## src/rtl/uart_rx_cmd_ctrl.sv

```systemverilog
// Six-byte command-frame sequencer behind uart_rx: HDR CMD ADDR DATA_H DATA_L SUM.
// Optional inter-byte timeout resync is built only when UART_RX_CMD_TIMEOUT_EN is defined.
//
// state   | meaning
// --------+--------------------------------------------------
// ST_IDLE | hunting for C_HEADER, other bytes dropped silently
// ST_CMD  | expecting command byte, running sum just cleared
// ST_ADDR | expecting register address byte
// ST_DATH | expecting data high byte
// ST_DATL | expecting data low byte
// ST_SUM  | expecting checksum byte, result issued next cycle
module uart_rx_cmd_ctrl #(
  parameter logic [7:0]  C_HEADER = 8'hA5,
  parameter logic [19:0] C_TO_CNT = 20'd34720
) (
  input  logic        CLK_100M,
  input  logic        IO_RESET,
  input  logic [7:0]  UART_RX_DATA,
  input  logic        UART_RX_COMPLETE,
  output logic        REG_WR_EN,
  output logic        REG_RD_REQ,
  output logic [7:0]  REG_ADDR,
  output logic [15:0] REG_WDATA,
  output logic        FRAME_ERR,
  output logic [1:0]  ERR_CODE,
  output logic        BUSY
);

  typedef enum logic [2:0] {
    ST_IDLE,
    ST_CMD,
    ST_ADDR,
    ST_DATH,
    ST_DATL,
    ST_SUM
  } state_t;

  localparam logic [7:0] CMD_WR = 8'h01;
  localparam logic [7:0] CMD_RD = 8'h02;

  state_t      state_q, state_d;
  logic [7:0]  cmd_q, cmd_d;
  logic [7:0]  addr_q, addr_d;
  logic [7:0]  dath_q, dath_d;
  logic [7:0]  datl_q, datl_d;
  logic [7:0]  sum_q, sum_d;
  logic        wr_en_q, wr_en_d;
  logic        rd_req_q, rd_req_d;
  logic [7:0]  reg_addr_q, reg_addr_d;
  logic [15:0] reg_wdata_q, reg_wdata_d;
  logic        frame_err_q, frame_err_d;
  logic [1:0]  err_code_q, err_code_d;
  logic        to_hit;

`ifdef UART_RX_CMD_TIMEOUT_EN
  logic [19:0] to_cnt_q, to_cnt_d;

  // Saturating counter of silent cycles while a frame is open.
  always_comb begin
    to_cnt_d = to_cnt_q;
    if (UART_RX_COMPLETE || (state_q == ST_IDLE)) begin
      to_cnt_d = '0;
    end else if (to_cnt_q != C_TO_CNT) begin
      to_cnt_d = to_cnt_q + 20'd1;
    end
  end

  always_ff @(posedge CLK_100M or posedge IO_RESET) begin
    if (IO_RESET) begin
      to_cnt_q <= '0;
    end else begin
      to_cnt_q <= to_cnt_d;
    end
  end

  assign to_hit = (to_cnt_q == C_TO_CNT) && (state_q != ST_IDLE);
`else
  logic unused_to_cnt;
  assign unused_to_cnt = ^C_TO_CNT;
  assign to_hit        = 1'b0;
`endif

  always_comb begin
    state_d     = state_q;
    cmd_d       = cmd_q;
    addr_d      = addr_q;
    dath_d      = dath_q;
    datl_d      = datl_q;
    sum_d       = sum_q;
    wr_en_d     = 1'b0;
    rd_req_d    = 1'b0;
    reg_addr_d  = reg_addr_q;
    reg_wdata_d = reg_wdata_q;
    frame_err_d = 1'b0;
    err_code_d  = err_code_q;

    // A byte on the terminal-count cycle takes precedence over the timeout.
    if (UART_RX_COMPLETE) begin
      unique case (state_q)
        ST_IDLE: begin
          if (UART_RX_DATA == C_HEADER) begin
            state_d = ST_CMD;
            sum_d   = '0;
          end
        end
        ST_CMD: begin
          cmd_d   = UART_RX_DATA;
          sum_d   = sum_q + UART_RX_DATA;
          state_d = ST_ADDR;
        end
        ST_ADDR: begin
          addr_d  = UART_RX_DATA;
          sum_d   = sum_q + UART_RX_DATA;
          state_d = ST_DATH;
        end
        ST_DATH: begin
          dath_d  = UART_RX_DATA;
          sum_d   = sum_q + UART_RX_DATA;
          state_d = ST_DATL;
        end
        ST_DATL: begin
          datl_d  = UART_RX_DATA;
          sum_d   = sum_q + UART_RX_DATA;
          state_d = ST_SUM;
        end
        ST_SUM: begin
          state_d = ST_IDLE;
          if (UART_RX_DATA != sum_q) begin
            frame_err_d = 1'b1;
            err_code_d  = 2'b01;
          end else if (cmd_q == CMD_WR) begin
            wr_en_d     = 1'b1;
            reg_addr_d  = addr_q;
            reg_wdata_d = {dath_q, datl_q};
          end else if (cmd_q == CMD_RD) begin
            rd_req_d    = 1'b1;
            reg_addr_d  = addr_q;
          end else begin
            frame_err_d = 1'b1;
            err_code_d  = 2'b10;
          end
        end
        default: state_d = ST_IDLE;
      endcase
    end else if (to_hit) begin
      state_d     = ST_IDLE;
      frame_err_d = 1'b1;
      err_code_d  = 2'b11;
    end
  end

  always_ff @(posedge CLK_100M or posedge IO_RESET) begin
    if (IO_RESET) begin
      state_q     <= ST_IDLE;
      cmd_q       <= '0;
      addr_q      <= '0;
      dath_q      <= '0;
      datl_q      <= '0;
      sum_q       <= '0;
      wr_en_q     <= 1'b0;
      rd_req_q    <= 1'b0;
      reg_addr_q  <= '0;
      reg_wdata_q <= '0;
      frame_err_q <= 1'b0;
      err_code_q  <= '0;
    end else begin
      state_q     <= state_d;
      cmd_q       <= cmd_d;
      addr_q      <= addr_d;
      dath_q      <= dath_d;
      datl_q      <= datl_d;
      sum_q       <= sum_d;
      wr_en_q     <= wr_en_d;
      rd_req_q    <= rd_req_d;
      reg_addr_q  <= reg_addr_d;
      reg_wdata_q <= reg_wdata_d;
      frame_err_q <= frame_err_d;
      err_code_q  <= err_code_d;
    end
  end

  assign REG_WR_EN  = wr_en_q;
  assign REG_RD_REQ = rd_req_q;
  assign REG_ADDR   = reg_addr_q;
  assign REG_WDATA  = reg_wdata_q;
  assign FRAME_ERR  = frame_err_q;
  assign ERR_CODE   = err_code_q;
  assign BUSY       = (state_q != ST_IDLE);

endmodule

```

## config.mk

```make
export PLATFORM = sky130hd
export DESIGN_NAME = uart_rx_cmd_ctrl
export DESIGN_NICKNAME = d
export VERILOG_FILES = /design/src/rtl/uart_rx_cmd_ctrl.sv
export SDC_FILE = /design/constraint.sdc
export NUM_CORES = 1
export LEC_CHECK = 0
export ABC_AREA = 1
export CORE_MARGIN = 3
export CORE_UTILIZATION = 58
export CTS_BUF_LIST = sky130_fd_sc_hd__clkbuf_4 sky130_fd_sc_hd__clkbuf_8
export CTS_CLUSTER_DIAMETER = 60
export DETAILED_ROUTE_END_ITERATION = 10
export GPL_ROUTABILITY_DRIVEN = 0
export GPL_TIMING_DRIVEN = 0
export PLACE_DENSITY = 0.82
export SLEW_MARGIN = 20
export SYNTH_ARGS = -nofsm -noshare
export SYNTH_HDL_FRONTEND = slang
export SYNTH_SLANG_ARGS = --single-unit
```

## constraint.sdc

```tcl
create_clock -name CLK_100M -period 3 [get_ports CLK_100M]
set_input_delay 0.75 -clock CLK_100M [delete_from_list [all_inputs] [get_ports CLK_100M]]
set_output_delay 0.75 -clock CLK_100M [all_outputs]
set_load 0.02 [all_outputs]
```

==> out/qor.csv <==
metric,value,unit
worst rel slew slack,0.665,
Worst Max-Slew Pin Slew,0.503,ns
CTS tree,built,
top-count cell post-synth,nand2_1,
# nets final,462,
CP cell instances,nor2_2 > inv_1 > nor2_1 > inv_1 > clkdlybuf4s50_1,
RSZ-0062 raised after global routing,no,
first drt pass iteration count,4,
Worst EP required,2.25,ns
CTS Sinks,72,
cell repeated most along the worst path,inv_1,
number of gates resized after cts,0,
WL final,7120,um
# IOs,41,
# rows,27,
Max Fanout on Critical Path,5,
synthesized area,0.00342,sq mm
PortBufs,39,
status,"complete, no violations",
Final min period,2.65,ns
Max IR drop VDD,0.591,mV
Die X,82.8,um
ys async rst share,1.00,
number of enable flip-flop cells after synthesis,0,
Initial DRC Count,148,
top cells by instance count after synthesis,"nand2_1 (144), dfrtp_1 (72), inv_1 (37)",
dominant cell type by area after synthesis,dfrtp_1,
Die Height,82.8,um
CTS max path bufs,2,
Final Cell Area,0.00412,sq mm
CTS root buf,clkbuf_8,
Startpoint Class,register,
Finish-stage setup viols,0,
initial antenna violation count,0,
clock skew,0.00915,ns
final hold viol count,0,
Final Hold Slack,0.474,ns
sequential fraction of the synthesis area,0.527,
placed inst area,0.00392,sq mm
"Slowest-stage cell, CP",clkdlybuf4s50_1,
top post-synthesis cells by area,"dfrtp_1 (53%), nand2_1 (16%), nand3_1 (4.8%), inv_1 (4.1%), o21ai_0 (4.0%)",
hold crit path type,register to register,
largest net degree at the start of global routing,41,
fmax,378,MHz
P per Cell Area,808,mW/mm^2
Avg Vias per Cell,5.15,
GRT Overall Usage,0.234,
ant diodes,0,
Syn. warnings,0,
nature of the critical path endpoint,output port,
Crit Path Category,register to output port,
Core Box Area,0.00561,sq mm
CP peak stage delay,0.54,ns
Starting Density,0.610,
antenna-violating nets left,0,
share of cells above drive strength 1,0.125,
first-pass GRT wire length,11700,um
Crit path arrival time,1.90,ns
Synth top area share,0.527,
DR vias,2676,
max-slew violation count,0,
TritonCTS buffer count,9,
detailed placer's ending HPWL,5180,um
Synthesized Nets,411,
DRC,0,
clk slew on worst S/H paths,0.07,ns
Avg WL per Cell,13.7,um
cts hold-fix bufs,0,
clk_lat worst skew,0.34,ns
Post-synth top flop,dfrtp_1,
Netlist cell types,29,
Overflow after GRT,0,
vias in the first global route,2500,
"Avg Cell Area, Syn",8.72,sq um
P_leak,2.19,nW
number of cells produced by synthesis,392,
die footprint,0.00685,sq mm
H-tree levels,3,
Max-Cap Viols,0,
area delta synth->final,20.5,%
register bit total from synthesis,72,
Post-CTS Setup Bufs,0,
fin crit share,0.883,
[worst max-delay path: cells and delay by family (launching register included)]
family,cells,cell delay [ns]
and+or+nand+nor,2,0.42
buffers and inverters,3,0.70
DFF,1,0.44
[routing by layer]
metal  part of all wire  wire (um)  global-route usage
met5                  0          0                   0
met4              0.012         82              0.0670
met3              0.056        401              0.0551
met2               0.49       3470               0.376
met1               0.44       3170               0.319
[cells by family (layout without fill, tap and decap cells)]
| logic type | Yosys count | in the layout | share of synthesized area |
|---|---|---|---|
| xor+xnor | 3 | 3 | 0.00769 |
| simple gates | 220 | 220 | 0.309 |
| compound gates | 35 | 35 | 0.0512 |
| flops | 72 | 72 | 0.527 |
| buf+inv | 54 | 110 | 0.0739 |
| fa+ha+maj | 8 | 8 | 0.0315 |
[report_power, final]
| part | leakage (nW) | switching (W) | total (W) | internal, W |
|---|---|---|---|---|
| sequential | 0.944 | 0.000165 | 0.00141 | 0.00125 |
| combinational | 1.15 | 0.000736 | 0.00115 | 0.000414 |
| clock | 0.0963 | 0.000370 | 0.000766 | 0.000396 |
| total | 2.19 | 0.00127 | 0.00333 | 0.00206 |
[cell usage in the layout (no fill, tap or decap), types with 4 or more instances in the layout]
cell               n
o21ai_1            6
clkbuf_8           9
clkdlybuf4s50_1   39
nand2_1          144
dfrtp_1           72
nand2_2            7
nor2_1             8
nand4_1            9
nand3_1           33
inv_1             36
buf_2              4
o21ai_0           27
buf_6              5
inv_2              4
ha_1               7
[area by class of cell]
type	instances	area [sq um]
sequential	72	1800
clock inverter	6	67.6
fill	438	1490
timing repair buffer	40	410
buffer	12	95.1
tap	72	90.1
clock buffer	10	131
multi-input combinational	266	1360
inverter	42	160
[sequential cells by signal, indices dropped and copies added (netlist names)]
| name | cells |
|---|---|
| ERR_CODE | 2 |
| FRAME_ERR | 1 |
| REG_ADDR | 8 |
| REG_RD_REQ | 1 |
| REG_WDATA | 16 |
| REG_WR_EN | 1 |
| addr_q | 8 |
| cmd_q | 8 |
| dath_q | 8 |
| datl_q | 8 |
| state_q | 3 |
| sum_q | 8 |
[metrics by stage]
step	std cells	utilization	power, W	worst slack [ns]	TNS (ns)
finish	520	0.735	0.00333	0.351	0
global route	520	0.735	0.00359	0.230	0
CTS	520	0.735	0.00334	0.339	0
detailed placement	504	0.699	0.00257	0.351	0
global placement	503	0.695	0.00250	-0.677	-48.52
floorplan	392	-	0.00228	0.425	0
[worst paths after layout]
path | startpoint | endpoint | slack, ns | cells after the start
hold reg to reg | ERR_CODE[1] | ERR_CODE[1] | 0.47 | 2
max in group asynchronous | IO_RESET | sum_q[2] | 1.65 | 3
hold / removal | ERR_CODE[1] | ERR_CODE[1] | 0.47 | 2
min in group asynchronous | IO_RESET | REG_WDATA[14] | 0.79 | 2
setup reg to reg | sum_q[3] | REG_WDATA[6] | 1.21 | 10
setup / recovery | state_q[0] | BUSY | 0.35 | 5
No activity file was read; power rests on OpenSTA's default activity.
